--- src/rtl/mmc1_serial_writer.sv ---
// MMC1 serial register port bus initiator: turns a 5-bit register write command into
// D0 serial writes (or one D7 reset write) on a self-generated M2, and keeps mapper shadows.
module mmc1_serial_writer #(
    parameter int HALF_CLKS  = 6,
    parameter int GAP_CYCLES = 1
) (
    input  logic       CLK,
    input  logic       RST,
    input  logic       CMD_VALID,
    output logic       CMD_READY,
    input  logic       CMD_RESET,
    input  logic [1:0] CMD_REG,
    input  logic [4:0] CMD_DATA,
    output logic       DONE,
    output logic       CPU_M2,
    output logic       nCPU_ROMSEL,
    output logic       nCPU_RW,
    output logic       CPU_A14,
    output logic       CPU_A13,
    output logic       CPU_D0,
    output logic       CPU_D7,
    output logic [4:0] SH_CONTROL,
    output logic [4:0] SH_CHR0,
    output logic [4:0] SH_CHR1,
    output logic [4:0] SH_PRG
);

    localparam int              PERIOD        = 2 * HALF_CLKS;
    localparam int              PW            = (PERIOD > 2) ? $clog2(PERIOD) : 1;
    localparam logic [PW-1:0]   PHASE_LAST    = PW'(PERIOD - 1);
    localparam logic [PW-1:0]   PHASE_HIGH    = PW'(HALF_CLKS);
    localparam int              GW            = (GAP_CYCLES > 1) ? $clog2(GAP_CYCLES) : 1;
    localparam logic [GW-1:0]   GAP_LAST      = GW'(GAP_CYCLES - 1);
    localparam logic [4:0]      CONTROL_RESET = 5'b01100;

    typedef enum logic [1:0] {
        S_IDLE,
        S_ARM,
        S_WRITE,
        S_GAP
    } state_t;

    state_t          state;
    state_t          state_next;
    logic [PW-1:0]   phase;
    logic            armed;
    logic            cmd_is_reset;
    logic [1:0]      cmd_reg;
    logic [4:0]      cmd_data;
    logic [2:0]      bit_idx;
    logic [GW-1:0]   gap_cnt;
    logic [1:0]      addr_q;
    logic            done_q;

    logic            boundary;
    logic            last_write;
    logic            write_active;
    logic            accept;
    logic            start_write;
    logic            enter_gap;
    logic            gap_step;
    logic            next_write;
    logic            finish;

    assign boundary     = (phase == PHASE_LAST);
    assign last_write   = cmd_is_reset || (bit_idx == 3'd4);
    assign write_active = (state == S_WRITE);

    always_ff @(posedge CLK) begin
        if (RST) begin
            state <= S_IDLE;
        end else begin
            state <= state_next;
        end
    end

    // Bus-visible state only moves on boundaries; IDLE->ARM just latches the command.
    always_comb begin
        state_next  = state;
        accept      = 1'b0;
        start_write = 1'b0;
        enter_gap   = 1'b0;
        gap_step    = 1'b0;
        next_write  = 1'b0;
        finish      = 1'b0;
        case (state)
            S_IDLE: begin
                if (armed && CMD_VALID) begin
                    accept     = 1'b1;
                    state_next = S_ARM;
                end
            end
            S_ARM: begin
                if (boundary) begin
                    start_write = 1'b1;
                    state_next  = S_WRITE;
                end
            end
            S_WRITE: begin
                if (boundary) begin
                    enter_gap  = 1'b1;
                    state_next = S_GAP;
                end
            end
            S_GAP: begin
                if (boundary) begin
                    if (gap_cnt == GAP_LAST) begin
                        if (last_write) begin
                            finish     = 1'b1;
                            state_next = S_IDLE;
                        end else begin
                            next_write = 1'b1;
                            state_next = S_WRITE;
                        end
                    end else begin
                        gap_step = 1'b1;
                    end
                end
            end
            default: state_next = S_IDLE;
        endcase
    end

    always_ff @(posedge CLK) begin
        if (RST) begin
            phase        <= '0;
            armed        <= 1'b0;
            cmd_is_reset <= 1'b0;
            cmd_reg      <= 2'b00;
            cmd_data     <= 5'b00000;
            bit_idx      <= 3'd0;
            gap_cnt      <= '0;
            addr_q       <= 2'b00;
            done_q       <= 1'b0;
        end else begin
            phase  <= boundary ? '0 : phase + PW'(1);
            armed  <= 1'b1;
            done_q <= finish;
            if (accept) begin
                cmd_is_reset <= CMD_RESET;
                cmd_reg      <= CMD_REG;
                cmd_data     <= CMD_DATA;
            end
            // Address is only loaded at a boundary so it never moves mid M2 cycle.
            if (start_write) begin
                addr_q  <= cmd_reg;
                bit_idx <= 3'd0;
            end
            if (enter_gap) begin
                gap_cnt <= '0;
            end
            if (gap_step) begin
                gap_cnt <= gap_cnt + GW'(1);
            end
            if (next_write) begin
                bit_idx <= bit_idx + 3'd1;
            end
        end
    end

    // Shadows mirror what the mapper latches on its fifth write or a D7 reset write.
    always_ff @(posedge CLK) begin
        if (RST) begin
            SH_CONTROL <= CONTROL_RESET;
            SH_CHR0    <= 5'b00000;
            SH_CHR1    <= 5'b00000;
            SH_PRG     <= 5'b00000;
        end else if (finish) begin
            if (cmd_is_reset) begin
                SH_CONTROL <= SH_CONTROL | CONTROL_RESET;
            end else begin
                case (cmd_reg)
                    2'b00:   SH_CONTROL <= cmd_data;
                    2'b01:   SH_CHR0    <= cmd_data;
                    2'b10:   SH_CHR1    <= cmd_data;
                    default: SH_PRG     <= cmd_data;
                endcase
            end
        end
    end

    assign CPU_M2      = (phase >= PHASE_HIGH);
    assign nCPU_RW     = !write_active;
    assign nCPU_ROMSEL = !(write_active && CPU_M2);
    assign CPU_A14     = addr_q[1];
    assign CPU_A13     = addr_q[0];
    assign CPU_D0      = write_active && !cmd_is_reset && cmd_data[bit_idx];
    assign CPU_D7      = write_active && cmd_is_reset;
    assign DONE        = done_q;
    assign CMD_READY   = (state == S_IDLE) && armed;

endmodule

--- config.mk ---
export PLATFORM = sky130hd
export DESIGN_NAME = mmc1_serial_writer
export DESIGN_NICKNAME = d
export VERILOG_FILES = /design/src/rtl/mmc1_serial_writer.sv
export SDC_FILE = /design/constraint.sdc
export NUM_CORES = 1
export LEC_CHECK = 0
export ABC_AREA = 1
export BUFFER_PORTS_ARGS = -buffer_cell sky130_fd_sc_hd__buf_2
export CORE_UTILIZATION = 48
export CTS_BUF_LIST = sky130_fd_sc_hd__clkbuf_16
export DETAILED_ROUTE_END_ITERATION = 8
export PLACE_DENSITY = 0.78
export SYNTH_ARGS = -nofsm -noshare
export SYNTH_HDL_FRONTEND = slang
export SYNTH_SLANG_ARGS = --single-unit
--- constraint.sdc ---
create_clock -name CLK -period 1.6 [get_ports CLK]
set_clock_uncertainty 0.2 [all_clocks]
set_input_delay 0.48 -clock CLK [delete_from_list [all_inputs] [get_ports CLK]]
set_output_delay 0.48 -clock CLK [all_outputs]
set_load 0.01 [all_outputs]
# == After elaboration in Yosys (flattened, before gate mapping) ==
# Cells that the tools add are included.
# Widths: inputs -> output; s select.
# totals
ff_bits,42
in_bits,11
# op_classes
muxes,32
reduce_logical,23
bitwise,2
magnitude_cmp,2
add_sub_neg,3
eq_ne,12
# ops
op,count
$mux 1,20
$mux 2,6
$reduce_and 3->1,4
$ne 2x2->1 const B,5
$mux 4,2
$pmux 2 s4,1
$eq 2x2->1 const B,3
$logic_and 1x1->1,6
$mux 3,2
$reduce_bool 2->1,3
$reduce_and 5->1,1
$add 4x1->4 const B,1
$eq 2x1->1 const B,2
$eq 4x4->1 const B,1
$ge 4x3->1 const B,1
$logic_not 2->1,2
$lt 3x4->1 const B,1
$add 3x1->3 const B,1
$bmux 1 s3,1
$eq 3x3->1 const B,1
$logic_not 1->1,3
$reduce_or 3->1,1
$not 1->1,2
$reduce_and 2->1,1
3 further kinds,3

# == Depth between registers and ports, before layout ==
# Gate-level depths: netlist (run 1).
# logic_depth
ltp_word,7
mapped_depth,10
mapped_depth_nobuf,9

# == Worst setup path after synthesis (run 1) ==
# No wires, ideal clock.
# synth_path
path_kind,register to output
from,register phase[0]
to,output port nCPU_ROMSEL
arrival_time_ps,1019
n_path_buf,0
required_ps,920
stages_incl_launch_ff,6
setup_slack_ps,-99
path_cell_list,dfxtp_1 -> inv_1 -> ha_1 -> nor2_1 -> o21ai_0 -> nand2_1
# synth_via
elab_chain_len,3
# synth_lines
element,line_no,text
"start, declared",45,logic [PW-1:0] phase;
"start signal, assigned",136,phase <= boundary ? '0 : phase + PW'(1);
$ge 4x3->1,182,assign CPU_M2 = (phase >= PHASE_HIGH);
named net CPU_M2,15,"output logic CPU_M2,"
$logic_and 1x1->1,184,assign nCPU_ROMSEL = !(write_active && CPU_M2);
$logic_not 1->1,184,
"end, declared",16,"output logic nCPU_ROMSEL,"
# The timed path passes the listed nets, and every way through them passes these cells.

# == Worst setup path in the final report (run 1) ==
# layout_path
from,register phase[1]
to,output port nCPU_ROMSEL
# layout_via
elab_chain_len,3
# layout_lines
element,line_no
$ge 4x3->1,182
$logic_and 1x1->1,184
$logic_not 1->1,184
# Every way passes these cells.

==> results of run 1 <==
==> routing by layer <==
metal / vias up / wire, µm / part of all wire / global-route usage
li1: 955 / - / - / -
met4: 0 / 208 / 0.037 / 0.162
met3: 23 / 272 / 0.049 / 0.0779
met2: 77 / 2820 / 0.50 / 0.451
met1: 945 / 2280 / 0.41 / 0.310
met5: - / 0 / 0 / 0
==> logic make-up after synthesis <==
family / after synthesis / share of synthesized area
AOI/OAI and AO/OA: 41 / 0.117
xor gates and xnor gates: 1 / 0.00484
adders and majority gates: 4 / 0.0276
buffers and inverters: 35 / 0.0822
DFF: 42 / 0.464
and+or+nand+nor: 122 / 0.303
==> worst max-delay path: stages, from the launching register on <==
cell	delay, ns
sky130_fd_sc_hd__dfxtp_2	0.34
sky130_fd_sc_hd__buf_4	0.15
sky130_fd_sc_hd__ha_4	0.13
sky130_fd_sc_hd__nor2_2	0.03
sky130_fd_sc_hd__o21ai_2	0.15
sky130_fd_sc_hd__nand2_1	0.10
sky130_fd_sc_hd__buf_2	0.15
==> cells in the mapped netlist <==
cell / count
sky130_fd_sc_hd__ha_1: 4
sky130_fd_sc_hd__inv_1: 25
sky130_fd_sc_hd__clkbuf_1: 2
sky130_fd_sc_hd__xor2_1: 1
sky130_fd_sc_hd__nand3_1: 12
sky130_fd_sc_hd__nor2_4: 2
sky130_fd_sc_hd__nand2_2: 2
sky130_fd_sc_hd__buf_1: 2
sky130_fd_sc_hd__buf_6: 1
sky130_fd_sc_hd__o211ai_1: 3
sky130_fd_sc_hd__inv_2: 1
sky130_fd_sc_hd__nor3_1: 1
sky130_fd_sc_hd__buf_2: 2
sky130_fd_sc_hd__nor3_2: 1
sky130_fd_sc_hd__nor2_2: 2
sky130_fd_sc_hd__nand4_1: 15
sky130_fd_sc_hd__nor3b_1: 1
sky130_fd_sc_hd__dfxtp_1: 42
sky130_fd_sc_hd__o21ai_0: 16
sky130_fd_sc_hd__nand2_1: 39
sky130_fd_sc_hd__nor2_1: 46
sky130_fd_sc_hd__or2_2: 1
sky130_fd_sc_hd__a21oi_1: 22
sky130_fd_sc_hd__buf_4: 2
==> worst min-delay path by stage <==
stage	cells after the start	endpoint	from
after CTS	2	SH_PRG[1]	SH_PRG[1]
final	3	cmd_reg[1]	CMD_REG[1]
after global routing	2	SH_PRG[4]	SH_PRG[4]
after detailed placement	2	SH_PRG[4]	SH_PRG[4]
after global placement	2	SH_PRG[2]	SH_PRG[2]
after floorplan	1	phase[0]	phase[0]
==> cell type report <==
type	instances	area share
Clock buffer	5	0.0449
Clock inverter	2	0.00270
Inverter	26	0.0378
Multi-Input combinational cell	168	0.378
Sequential cell	42	0.307
Tap cell	46	0.0207
Timing Repair Buffer	80	0.208
==> repair_timing <==
| action | in CTS | in global routing |
|---|---|---|
| cloned | 1 | 0 |
| setup buffers | 9 | 4 |
| gates resized for setup | 46 | 53 |
| setup endpoints to repair | 32 | 42 |
| endpoints found under the hold margin | 0 | 0 |
| pin swaps | 10 | 14 |
| hold buffers | 0 | 0 |
==> power breakdown <==
group / switching [W] / internal, W
clock network: 0.000372 / 0.000557
logic: 0.000161 / 0.000108
registers: 0.0000235 / 0.00107
==> through the flow <==
step	power (W)	setup TNS, ns
6_report	0.00229	-4.64
5_1_grt	0.00237	-7.01
4_1_cts	0.00225	-5.02
3_5_place_dp	0.00131	-0.974
3_3_place_gp	0.00131	-0.158
2_1_floorplan	0.00122	0
==> qor.log, run 1 <==
qor: status.run_status finished, violations left
qor: status.failing_checks negative setup slack
qor: logic_synthesis.syn-cell-area 1810 µm²
qor: logic_synthesis.syn_nets 260
qor: global_routing.antenna_violations_before_repair 0
qor: clocking.tritoncts yes
qor: die.start_util 0.522
qor: die.io-pin-count 40
qor: drt.num_vias 2000
qor: drt.drt-pass1-iter-count 4
qor: placed_design.port_buffers 39
qor: final_layout.final_cells 369
qor: clocking.clock_sinks 42
qor: drt.post-route-drc-count 0
qor: clocking.numCtsBuffers 5
qor: placed_design.dp_worst_setup_slack -0.107 ns
qor: final_layout.most-common-layout-cells sky130_fd_sc_hd__nor2_1 (38), sky130_fd_sc_hd__buf_2 (38), sky130_fd_sc_hd__dfxtp_1 (34)
qor: die.dieHeight 63.4 µm
qor: placed_design.placement.cell_area 2260 µm²
qor: drt.residual_antenna_violating_net_count_after_detailed_routing 0
qor: power.static-leakage-power 1.24 nW
qor: clocking.clk_transition_reported_paths 0.06 ns
qor: power.power_density 824 nW/µm²
qor: final_layout.fillers 238
qor: worst_setup_path.largest_fanout_of_any_net_on_the_critical_path 3
qor: sta.achievable-frequency 0.494 GHz
qor: sta.period_share 1.26
qor: sta.rsz0062_at_grt yes
qor: clocking.cts_buffer_depth 2
qor: die.core-area 3470 µm²
qor: sta.relSlewSlack 0.776
qor: die.core.rowCount 21
qor: worst_setup_path.crit-reg2reg-launch phase[0]
qor: final_layout.final-seq-area 856 µm²
qor: logic_synthesis.netlist.area_leader.share 0.464
qor: worst_setup_path.critical_path.endpoint_type output pin
qor: worst_setup_path.reg2reg_setup_slack -0.19 ns
qor: logic_synthesis.ys_seq_elements 42
qor: worst_setup_path.setup.worst_path.class flop to output pin
qor: logic_synthesis.synth.yosys.warnings 0
qor: logic_synthesis.post_synth.cell_area_avg 7.39 µm²
qor: worst_setup_path.setup.worst_path.start_class flop
qor: worst_setup_path.cp_data_arrival_time 1.34 ns
qor: clocking.root_buffer sky130_fd_sc_hd__clkbuf_16
qor: final_layout.multi_input_area 1050 µm²
qor: final_layout.post-route-util 0.803
qor: sta.final-hold-violation-count 0
qor: worst_setup_path.worst_r2r_path_depth 9
qor: sta.fin_hold_ws 0.263 ns
qor: final_layout.drive_gt1_frac 0.458
qor: flow_run.drv.max_cap_violation_count 0
qor: global_routing.globalRouteTotalUtil 0.273
qor: worst_hold_path.holdCritPathClass input pin to flop
qor: sta.maxSlewViolCount 0
qor: logic_synthesis.synth_area_leaders sky130_fd_sc_hd__dfxtp_1 (46%), sky130_fd_sc_hd__nor2_1 (9.5%), sky130_fd_sc_hd__nand2_1 (8.1%)
qor: placed_design.placed_cells 350
qor: clocking.clock_tree.htree_level_count 2
qor: sta.finalCriticalPeriod 2.02 ns
qor: global_routing.via_count_of_the_first_global_routing_pass 1892
qor: worst_setup_path.r2r-end SH_CHR1[1]
qor: clocking.clkLatencyLatePin 0.28 ns
qor: final_layout.area_growth_syn_to_layout 53.8%
qor: worst_setup_path.crit_required 0.92 ns
qor: die.floorplan.die_area 4020 µm²
qor: drt.detailedRoute.firstIterationViolations 132
qor: placed_design.detailed_place_hpwl 3150 µm
qor: worst_setup_path.timing_endpoint_of_the_critical_path nCPU_ROMSEL
qor: placed_design.gpl.final_weighted_congestion 0.846
qor: logic_synthesis.post-synth-top-area-cell sky130_fd_sc_hd__dfxtp_1
qor: drt.drt-total-wl 5580 µm
qor: global_routing.overflow 0
qor: die.die_x 63.4 µm
qor: sta.timing_worst_slew_pin_value 0.334 ns
qor: worst_setup_path.timing.critical_path.from phase[1]
qor: final_layout.insertedDiodeCount 0
qor: sta.setup_viol_count_final 31
qor: global_routing.grt_max_degree 17
qor: final_layout.fin_area 2780 µm²
qor: drt.route.detailed.wl_per_inst 15.1 µm
qor: logic_synthesis.synth.lib_cells_used.distinct 24
qor: sta.fin_ws -0.423 ns
qor: logic_synthesis.fraction_of_the_yosys_area_taken_by_sequential_cells 0.464
qor: logic_synthesis.syn_inst 245
qor: power.power.ir.vdd_worst 0.000659 V
qor: final_layout.final_nets 338
qor: drt.drt-vias-per-instance 5.42
qor: global_routing.grt_pass1_wl 8380 µm
Power figures use the tool's default switching activity.
==> run 2: changes to the inputs <==
REMOVE_ABC_BUFFERS = 1   (was not set)
==> run 2 against run 1 <==
Against the previous run: the flow still finishes with violations (negative setup slack); via count decreased by 1.7%; hold slack got worse by 0.0055 ns; worst setup slack better by 0.10 ns; cell count up 0.27%; count of clock-buffer cells in the layout is the same; combinational power decreased by 2%; flip-flop and latch count is the same; final area shrank 1.2%; critical endpoint is now CPU_D0; clock power up 1%; non-clock buffer count unchanged; sequential power barely moved; first-iteration DRC count increased by 0.76%.
==> qor.log, run 2 (synthesis results as in run 1) <==
qor: power.static-leakage-power 1.21 nW [was 1.24 nW]
qor: sta.period_share 1.20 [was 1.26]
qor: drt.post-route-drc-count 0 [unchanged]
qor: clocking.root_buffer sky130_fd_sc_hd__clkbuf_16 [unchanged]
qor: global_routing.globalRouteTotalUtil 0.255 [was 0.273]
qor: global_routing.grt_max_degree 21 [was 17]
qor: die.die_x 63.4 µm [unchanged]
qor: worst_hold_path.holdCritPathClass flop to flop [was input pin to flop]
qor: drt.residual_antenna_violating_net_count_after_detailed_routing 0 [unchanged]
qor: die.core.rowCount 21 [unchanged]
qor: worst_setup_path.cp_data_arrival_time 1.24 ns [was 1.34 ns]
qor: sta.maxSlewViolCount 0 [unchanged]
qor: clocking.numCtsBuffers 5 [unchanged]
qor: power.clock_power_share 0.409 [was 0.405]
qor: placed_design.detailed_place_hpwl 3170 µm [was 3150 µm]
qor: worst_setup_path.critical_path.endpoint_type output pin [unchanged]
qor: die.io-pin-count 40 [unchanged]
qor: clocking.clock_tree.htree_level_count 2 [unchanged]
qor: clocking.clk_transition_reported_paths 0.06 ns [about the same]
qor: sta.rsz0062_at_grt yes [unchanged]
qor: power.power.ir.vdd_worst 0.000608 V [was 0.000659 V]
qor: die.dieHeight 63.4 µm [unchanged]
qor: die.core-area 3470 µm² [unchanged]
qor: power.power_frac_comb 0.114 [was 0.118]
qor: die.start_util 0.522 [unchanged]
qor: sta.timing_worst_slew_pin_value 0.535 ns [was 0.334 ns]
qor: worst_setup_path.setup.worst_path.start_class flop [unchanged]
qor: sta.achievable-frequency 0.520 GHz [was 0.494 GHz]
qor: sta.fin_ws -0.321 ns [was -0.423 ns]
qor: clocking.clkLatencyLatePin 0.28 ns [about the same]
qor: global_routing.overflow 0 [unchanged]
qor: sta.final-hold-violation-count 0 [unchanged]
qor: final_layout.final_cells 370 [was 369]
qor: drt.drt-total-wl 5400 µm [was 5580 µm]
qor: final_layout.drive_gt1_frac 0.435 [was 0.458]
qor: clocking.cts_buffer_depth 2 [unchanged]
qor: status.failing_checks negative setup slack [unchanged]
qor: flow_run.drv.max_cap_violation_count 0 [unchanged]
qor: die.floorplan.die_area 4020 µm² [unchanged]
qor: clocking.clock_sinks 42 [unchanged]
qor: placed_design.dp_worst_setup_slack -0.132 ns [was -0.107 ns]
qor: placed_design.port_buffers 39 [unchanged]
qor: power.sequential_share_of_power 0.477 [about the same]
qor: power.power.internal 0.00174 W [about the same]
qor: power.fin_total_pwr 0.00230 W [was 0.00229 W]
qor: drt.detailedRoute.firstIterationViolations 133 [was 132]
qor: drt.route.detailed.wl_per_inst 14.6 µm [was 15.1 µm]
qor: placed_design.gpl.final_weighted_congestion 0.826 [was 0.846]
qor: sta.finalCriticalPeriod 1.92 ns [was 2.02 ns]
qor: global_routing.grt_pass1_wl 8000 µm [was 8380 µm]
qor: worst_setup_path.setup.worst_path.class flop to output pin [unchanged]
qor: final_layout.mostFrequentLayoutCell sky130_fd_sc_hd__nor2_1
qor: global_routing.via_count_of_the_first_global_routing_pass 1796 [was 1892]
qor: final_layout.most-common-layout-cells sky130_fd_sc_hd__nor2_1 (40), sky130_fd_sc_hd__buf_2 (38), sky130_fd_sc_hd__dfxtp_1 (34) [was sky130_fd_sc_hd__nor2_1 (38), sky130_fd_sc_hd__buf_2 (38), sky130_fd_sc_hd__dfxtp_1 (34)]
qor: final_layout.post-route-util 0.793 [was 0.803]
qor: placed_design.placement.cell_area 2230 µm² [was 2260 µm²]
qor: drt.num_vias 1967 [was 2000]
qor: final_layout.fin_area 2750 µm² [was 2780 µm²]
qor: power.power_density 836 nW/µm² [was 824 nW/µm²]
qor: final_layout.insertedDiodeCount 0 [unchanged]
qor: sta.setup_viol_count_final 31 [unchanged]
qor: status.run_status finished, violations left [unchanged]
qor: power.power.switching_fraction 0.243 [about the same]
qor: final_layout.fillers 241 [was 238]
qor: global_routing.antenna_violations_before_repair 0 [unchanged]
qor: sta.relSlewSlack 0.642 [was 0.776]
qor: clocking.tritoncts yes [unchanged]
qor: final_layout.area_growth_syn_to_layout 52.0% [was 53.8%]
qor: worst_setup_path.largest_fanout_of_any_net_on_the_critical_path 2 [was 3]
qor: placed_design.placed_cells 348 [was 350]
qor: final_layout.final_nets 338 [unchanged]
qor: drt.drt-vias-per-instance 5.32 [was 5.42]
qor: worst_setup_path.crit_required 0.92 ns [about the same]
qor: power.power.net_switching 0.000560 W [was 0.000557 W]
qor: drt.drt-pass1-iter-count 4 [unchanged]
-- run 2: area by class of cell --
cell class,instances,area (µm²),area share
repair buffers,80,596,0.216
flip-flops and latches,42,856,0.311
clock buffers,5,125,0.0455
well taps,46,57.6,0.0209
inverters,26,100,0.0364
clock inverters,3,12.5,0.00455
multi-input cells,168,1000,0.365
-- run 2: through the flow --
stage,setup TNS [ns],hold WS [ns]
2_1_floorplan,-0.919,0.230
4_1_cts,-4.09,0.257
6_report,-6.06,0.258
3_5_place_dp,-2.74,0.252
5_1_grt,-8.91,0.275
3_3_place_gp,-1.24,0.246
-- run 2: repair_timing --
action / 4_1_cts / 5_1_grt
pin swaps: 7 / 9
hold buffers: 0 / 0
cloned: 2 / 0
setup buffers: 9 / 3
setup endpoints to repair: 33 / 42
gates resized for setup: 49 / 38
-- run 2: power by group through the flow --
| stage | sequential [W] | combinational, W | clock, W |
|---|---|---|---|
| 2_1_floorplan | 0.00111 | 0.0000980 | 0 |
| 3_3_place_gp | 0.00111 | 0.000184 | 0 |
| 3_5_place_dp | 0.00112 | 0.000188 | 0 |
| 4_1_cts | 0.00110 | 0.000219 | 0.000945 |
| 5_1_grt | 0.00110 | 0.000282 | 0.00100 |
| 6_report | 0.00110 | 0.000263 | 0.000941 |
-- run 2: worst max-delay path: stages (launching register included) --
cell and delay (ns):
sky130_fd_sc_hd__dfxtp_2 0.32, sky130_fd_sc_hd__inv_1 0.05, sky130_fd_sc_hd__a21oi_1 0.13, sky130_fd_sc_hd__o21ai_1 0.08, sky130_fd_sc_hd__nand2_1 0.07, sky130_fd_sc_hd__nand2_1 0.06, sky130_fd_sc_hd__a21oi_2 0.11, sky130_fd_sc_hd__buf_2 0.14
-- run 2: per-layer routing --
layer	up-vias	track usage	wire [µm]
li1	951	-	-
met1	920	0.294	2140
met2	88	0.449	2860
met3	8	0.0580	304
met4	0	0.105	89
met5	-	0	0
-- run 2: final timing paths --
path,start,endpoint,slack (ns),cells after the start
max,cmd_data[1],CPU_D0,-0.32,7
min,SH_PRG[1],SH_PRG[1],0.26,2
max reg2reg,bit_idx[0],SH_CONTROL[3],-0.25,12
min reg2reg,SH_PRG[1],SH_PRG[1],0.26,2
==> run 3: changes to the inputs <==
CAP_MARGIN = 20   (was not set)
CELL_PAD_IN_SITES_DETAIL_PLACEMENT = 1   (was not set)
CELL_PAD_IN_SITES_GLOBAL_PLACEMENT = 2   (was not set)
CORE_ASPECT_RATIO = 1.2   (was not set)
CORE_UTILIZATION = 26   (was 48)
PLACE_DENSITY = 0.76   (was 0.78)
==> run 3 against run 2 <==
Against the previous run: the run still ends with negative setup slack left; count of clock-buffer cells in the layout did not move; flip-flop and latch count is the same; critical path depth is the same; power increased by 9.1%; cell count rose by 9.2%; routed wire length up 1.5%; largest cell class unchanged; largest power group is now the clock network; highest routed layer unchanged.
==> qor.log, run 3 (synthesis results as in run 1) <==
qor: die.floorplan.die_area 7300 µm² [was 4020 µm²]
qor: die.core.rowCount 32 [was 21]
qor: worst_hold_path.holdCritPathClass input pin to flop [was flop to flop]
qor: status.run_status finished, violations left [unchanged]
qor: sta.maxSlewViolCount 0 [unchanged]
qor: global_routing.overflow 0 [unchanged]
qor: power.power.switching_fraction 0.237 [was 0.243]
qor: global_routing.antenna_violations_before_repair 0 [unchanged]
qor: placed_design.port_buffers 39 [unchanged]
qor: power.power_density 926 nW/µm² [was 836 nW/µm²]
qor: flow_run.drv.max_cap_violation_count 0 [unchanged]
qor: final_layout.fin_area 2710 µm² [was 2750 µm²]
qor: global_routing.globalRouteTotalUtil 0.159 [was 0.255]
qor: die.die_x 78.2 µm [was 63.4 µm]
qor: worst_setup_path.crit_chain inv_2, a21oi_2, o21ai_1, nand2_1, nand2_1, a21oi_2, buf_2 [was inv_1, a21oi_1, o21ai_1, nand2_1, nand2_1, a21oi_2, buf_2]
qor: drt.drt-total-wl 5470 µm [was 5400 µm]
qor: global_routing.grt_pass1_wl 8960 µm [was 8000 µm]
qor: clocking.cts_buffer_depth 2 [unchanged]
qor: sta.timing_worst_slew_pin_value 0.288 ns [was 0.535 ns]
qor: sta.finalCriticalPeriod 1.96 ns [was 1.92 ns]
qor: power.power.net_switching 0.000594 W [was 0.000560 W]
qor: power.fin_total_pwr 0.00251 W [was 0.00230 W]
qor: sta.rsz0062_at_grt yes [unchanged]
qor: clocking.numCtsBuffers 5 [unchanged]
qor: placed_design.detailed_place_hpwl 3860 µm [was 3170 µm]
qor: worst_setup_path.largest_fanout_of_any_net_on_the_critical_path 4 [was 2]
qor: sta.setup_viol_count_final 29 [was 31]
qor: drt.num_vias 1845 [was 1967]
qor: status.failing_checks negative setup slack [unchanged]
qor: drt.residual_antenna_violating_net_count_after_detailed_routing 0 [unchanged]
qor: worst_setup_path.cp_data_arrival_time 1.28 ns [was 1.24 ns]
qor: sta.achievable-frequency 0.510 GHz [was 0.520 GHz]
qor: global_routing.grt_max_degree 32 [was 21]
qor: drt.drt-vias-per-instance 4.57 [was 5.32]
qor: worst_setup_path.critPathSlowestCell sky130_fd_sc_hd__dfxtp_2 [unchanged]
qor: clocking.tritoncts yes [unchanged]
qor: die.dieHeight 93.4 µm [was 63.4 µm]
qor: drt.route.detailed.wl_per_inst 13.5 µm [was 14.6 µm]
qor: final_layout.area_growth_syn_to_layout 49.7% [was 52.0%]
qor: power.sequential_share_of_power 0.436 [was 0.477]
qor: worst_setup_path.setup.worst_path.class flop to output pin [unchanged]
qor: final_layout.most-common-layout-cells sky130_fd_sc_hd__nor2_1 (40), sky130_fd_sc_hd__buf_2 (38), sky130_fd_sc_hd__nand2_1 (35) [was sky130_fd_sc_hd__nor2_1 (40), sky130_fd_sc_hd__buf_2 (38), sky130_fd_sc_hd__dfxtp_1 (34)]
qor: power.power.ir.vdd_worst 0.000537 V [was 0.000608 V]
qor: worst_setup_path.critical_path.endpoint_type output pin [unchanged]
qor: die.core-area 6570 µm² [was 3470 µm²]
qor: drt.drt-pass1-iter-count 4 [unchanged]
qor: clocking.clkLatencyLatePin 0.28 ns [about the same]
qor: worst_setup_path.timing.critical_path.max_delay_family flip-flops [unchanged]
qor: placed_design.placement.cell_area 2310 µm² [was 2230 µm²]
qor: global_routing.via_count_of_the_first_global_routing_pass 1863 [was 1796]
qor: placed_design.dp_worst_setup_slack -0.139 ns [was -0.132 ns]
qor: final_layout.insertedDiodeCount 0 [unchanged]
qor: die.start_util 0.276 [was 0.522]
qor: worst_setup_path.crit_required 0.92 ns [about the same]
qor: drt.post-route-drc-count 0 [unchanged]
qor: die.io-pin-count 40 [unchanged]
qor: final_layout.mostFrequentLayoutCell sky130_fd_sc_hd__nor2_1 [unchanged]
qor: final_layout.drive_gt1_frac 0.411 [was 0.435]
qor: clocking.clock_sinks 42 [unchanged]
qor: final_layout.fillers 843 [was 241]
qor: global_routing.met3_usage 0.0244 [was 0.0580]
qor: power.power_frac_comb 0.109 [was 0.114]
qor: global_routing.grt_util_met1 0.185 [was 0.294]
qor: worst_setup_path.timing.critical_path.slowest_cell_delay 0.35 ns [was 0.32 ns]
qor: power.power.internal 0.00192 W [was 0.00174 W]
qor: global_routing.gr-usage-met2 0.287 [was 0.449]
qor: clocking.clk_transition_reported_paths 0.06 ns [about the same]
qor: clocking.clock_tree.htree_level_count 2 [unchanged]
qor: clocking.root_buffer sky130_fd_sc_hd__clkbuf_16 [unchanged]
qor: power.clock_power_share 0.455 [was 0.409]
qor: global_routing.grt_most_used_layer met2 [unchanged]
qor: worst_setup_path.cp.buffers_inverters 2 [unchanged]
qor: placed_design.gpl.final_weighted_congestion 0.816 [was 0.826]
qor: sta.period_share 1.23 [was 1.20]
qor: sta.final-hold-violation-count 0 [unchanged]
qor: worst_setup_path.setup.worst_path.start_class flop [unchanged]
qor: final_layout.final_nets 333 [was 338]
qor: power.static-leakage-power 1.20 nW [was 1.21 nW]
qor: sta.relSlewSlack 0.807 [was 0.642]
qor: sta.fin_ws -0.361 ns [was -0.321 ns]
qor: drt.detailedRoute.firstIterationViolations 79 [was 133]
-- run 3: changes by cell type in the layout (fill, tap and decap cells not counted), sizes merged --
cell,previous run,this run
buf,80,75
clkinv,2,0
bufinv,0,1
inv,27,28
-- run 3: per-layer routing --
metal	wire, µm	share of wire	up-vias
met5	0	0	-
met4	86	0.016	0
met3	152	0.028	7
met2	2880	0.53	31
met1	2350	0.43	865
li1	-	-	942
-- run 3: per-stage QoR --
| step | setup TNS (ns) | utilization | std cells | hold WS (ns) |
|---|---|---|---|---|
| after global routing | -7.99 | 0.413 | 404 | 0.289 |
| after CTS | -3.75 | 0.399 | 404 | 0.262 |
| final | -4.44 | 0.413 | 404 | 0.258 |
| after global placement | -0.611 | 0.352 | 390 | 0.251 |
| after floorplan | -0.919 | - | 236 | 0.230 |
| after detailed placement | -1.86 | 0.352 | 390 | 0.254 |
-- run 3: path summary, 6_finish.rpt --
kind / start / endpoint / slack, ns / depth (start not counted)
min: CMD_DATA[4] / cmd_data[4] / 0.26 / 3
max: bit_idx[0] / CPU_D0 / -0.36 / 7
min reg2reg: SH_PRG[1] / SH_PRG[1] / 0.26 / 2
max reg2reg: bit_idx[0] / SH_CONTROL[4] / -0.17 / 11
-- run 3: cell type report --
type                            instances  area, µm²  share of cell area
Timing Repair Buffer                   75        519               0.192
Sequential cell                        42        853               0.315
Multi-Input combinational cell        168        968               0.357
Clock inverter                          3       37.5              0.0139
Tap cell                               85        106              0.0392
Inverter                               26        100              0.0369
Clock buffer                            5        125              0.0462
-- run 3: worst register-to-register path, cell delays in order, from the launching register on --
cell and delay, ns:
sky130_fd_sc_hd__dfxtp_2 0.33, sky130_fd_sc_hd__inv_2 0.08, sky130_fd_sc_hd__buf_4 0.11, sky130_fd_sc_hd__ha_2 0.15, sky130_fd_sc_hd__nand2_1 0.07, sky130_fd_sc_hd__nand2_2 0.12
sky130_fd_sc_hd__nand2_2 0.08, sky130_fd_sc_hd__nor2_4 0.13, sky130_fd_sc_hd__buf_12 0.17, sky130_fd_sc_hd__nand4_1 0.10, sky130_fd_sc_hd__nand2_1 0.08, sky130_fd_sc_hd__nor2_1 0.04
-- run 3: power groups by stage --
stage	clock network (W)	logic, W	registers, W
2_1_floorplan	0	0.0000980	0.00111
3_3_place_gp	0	0.000216	0.00111
3_5_place_dp	0	0.000223	0.00111
4_1_cts	0.00117	0.000250	0.00109
5_1_grt	0.00121	0.000300	0.00110
6_report	0.00114	0.000274	0.00110
-- run 3: repair_timing --
| item | CTS | global route |
|---|---|---|
| buffers inserted | 6 | 1 |
| gates resized for setup | 45 | 26 |
| hold buffers | 0 | 0 |
| pin swaps | 9 | 8 |
| endpoints found under the setup margin | 33 | 42 |
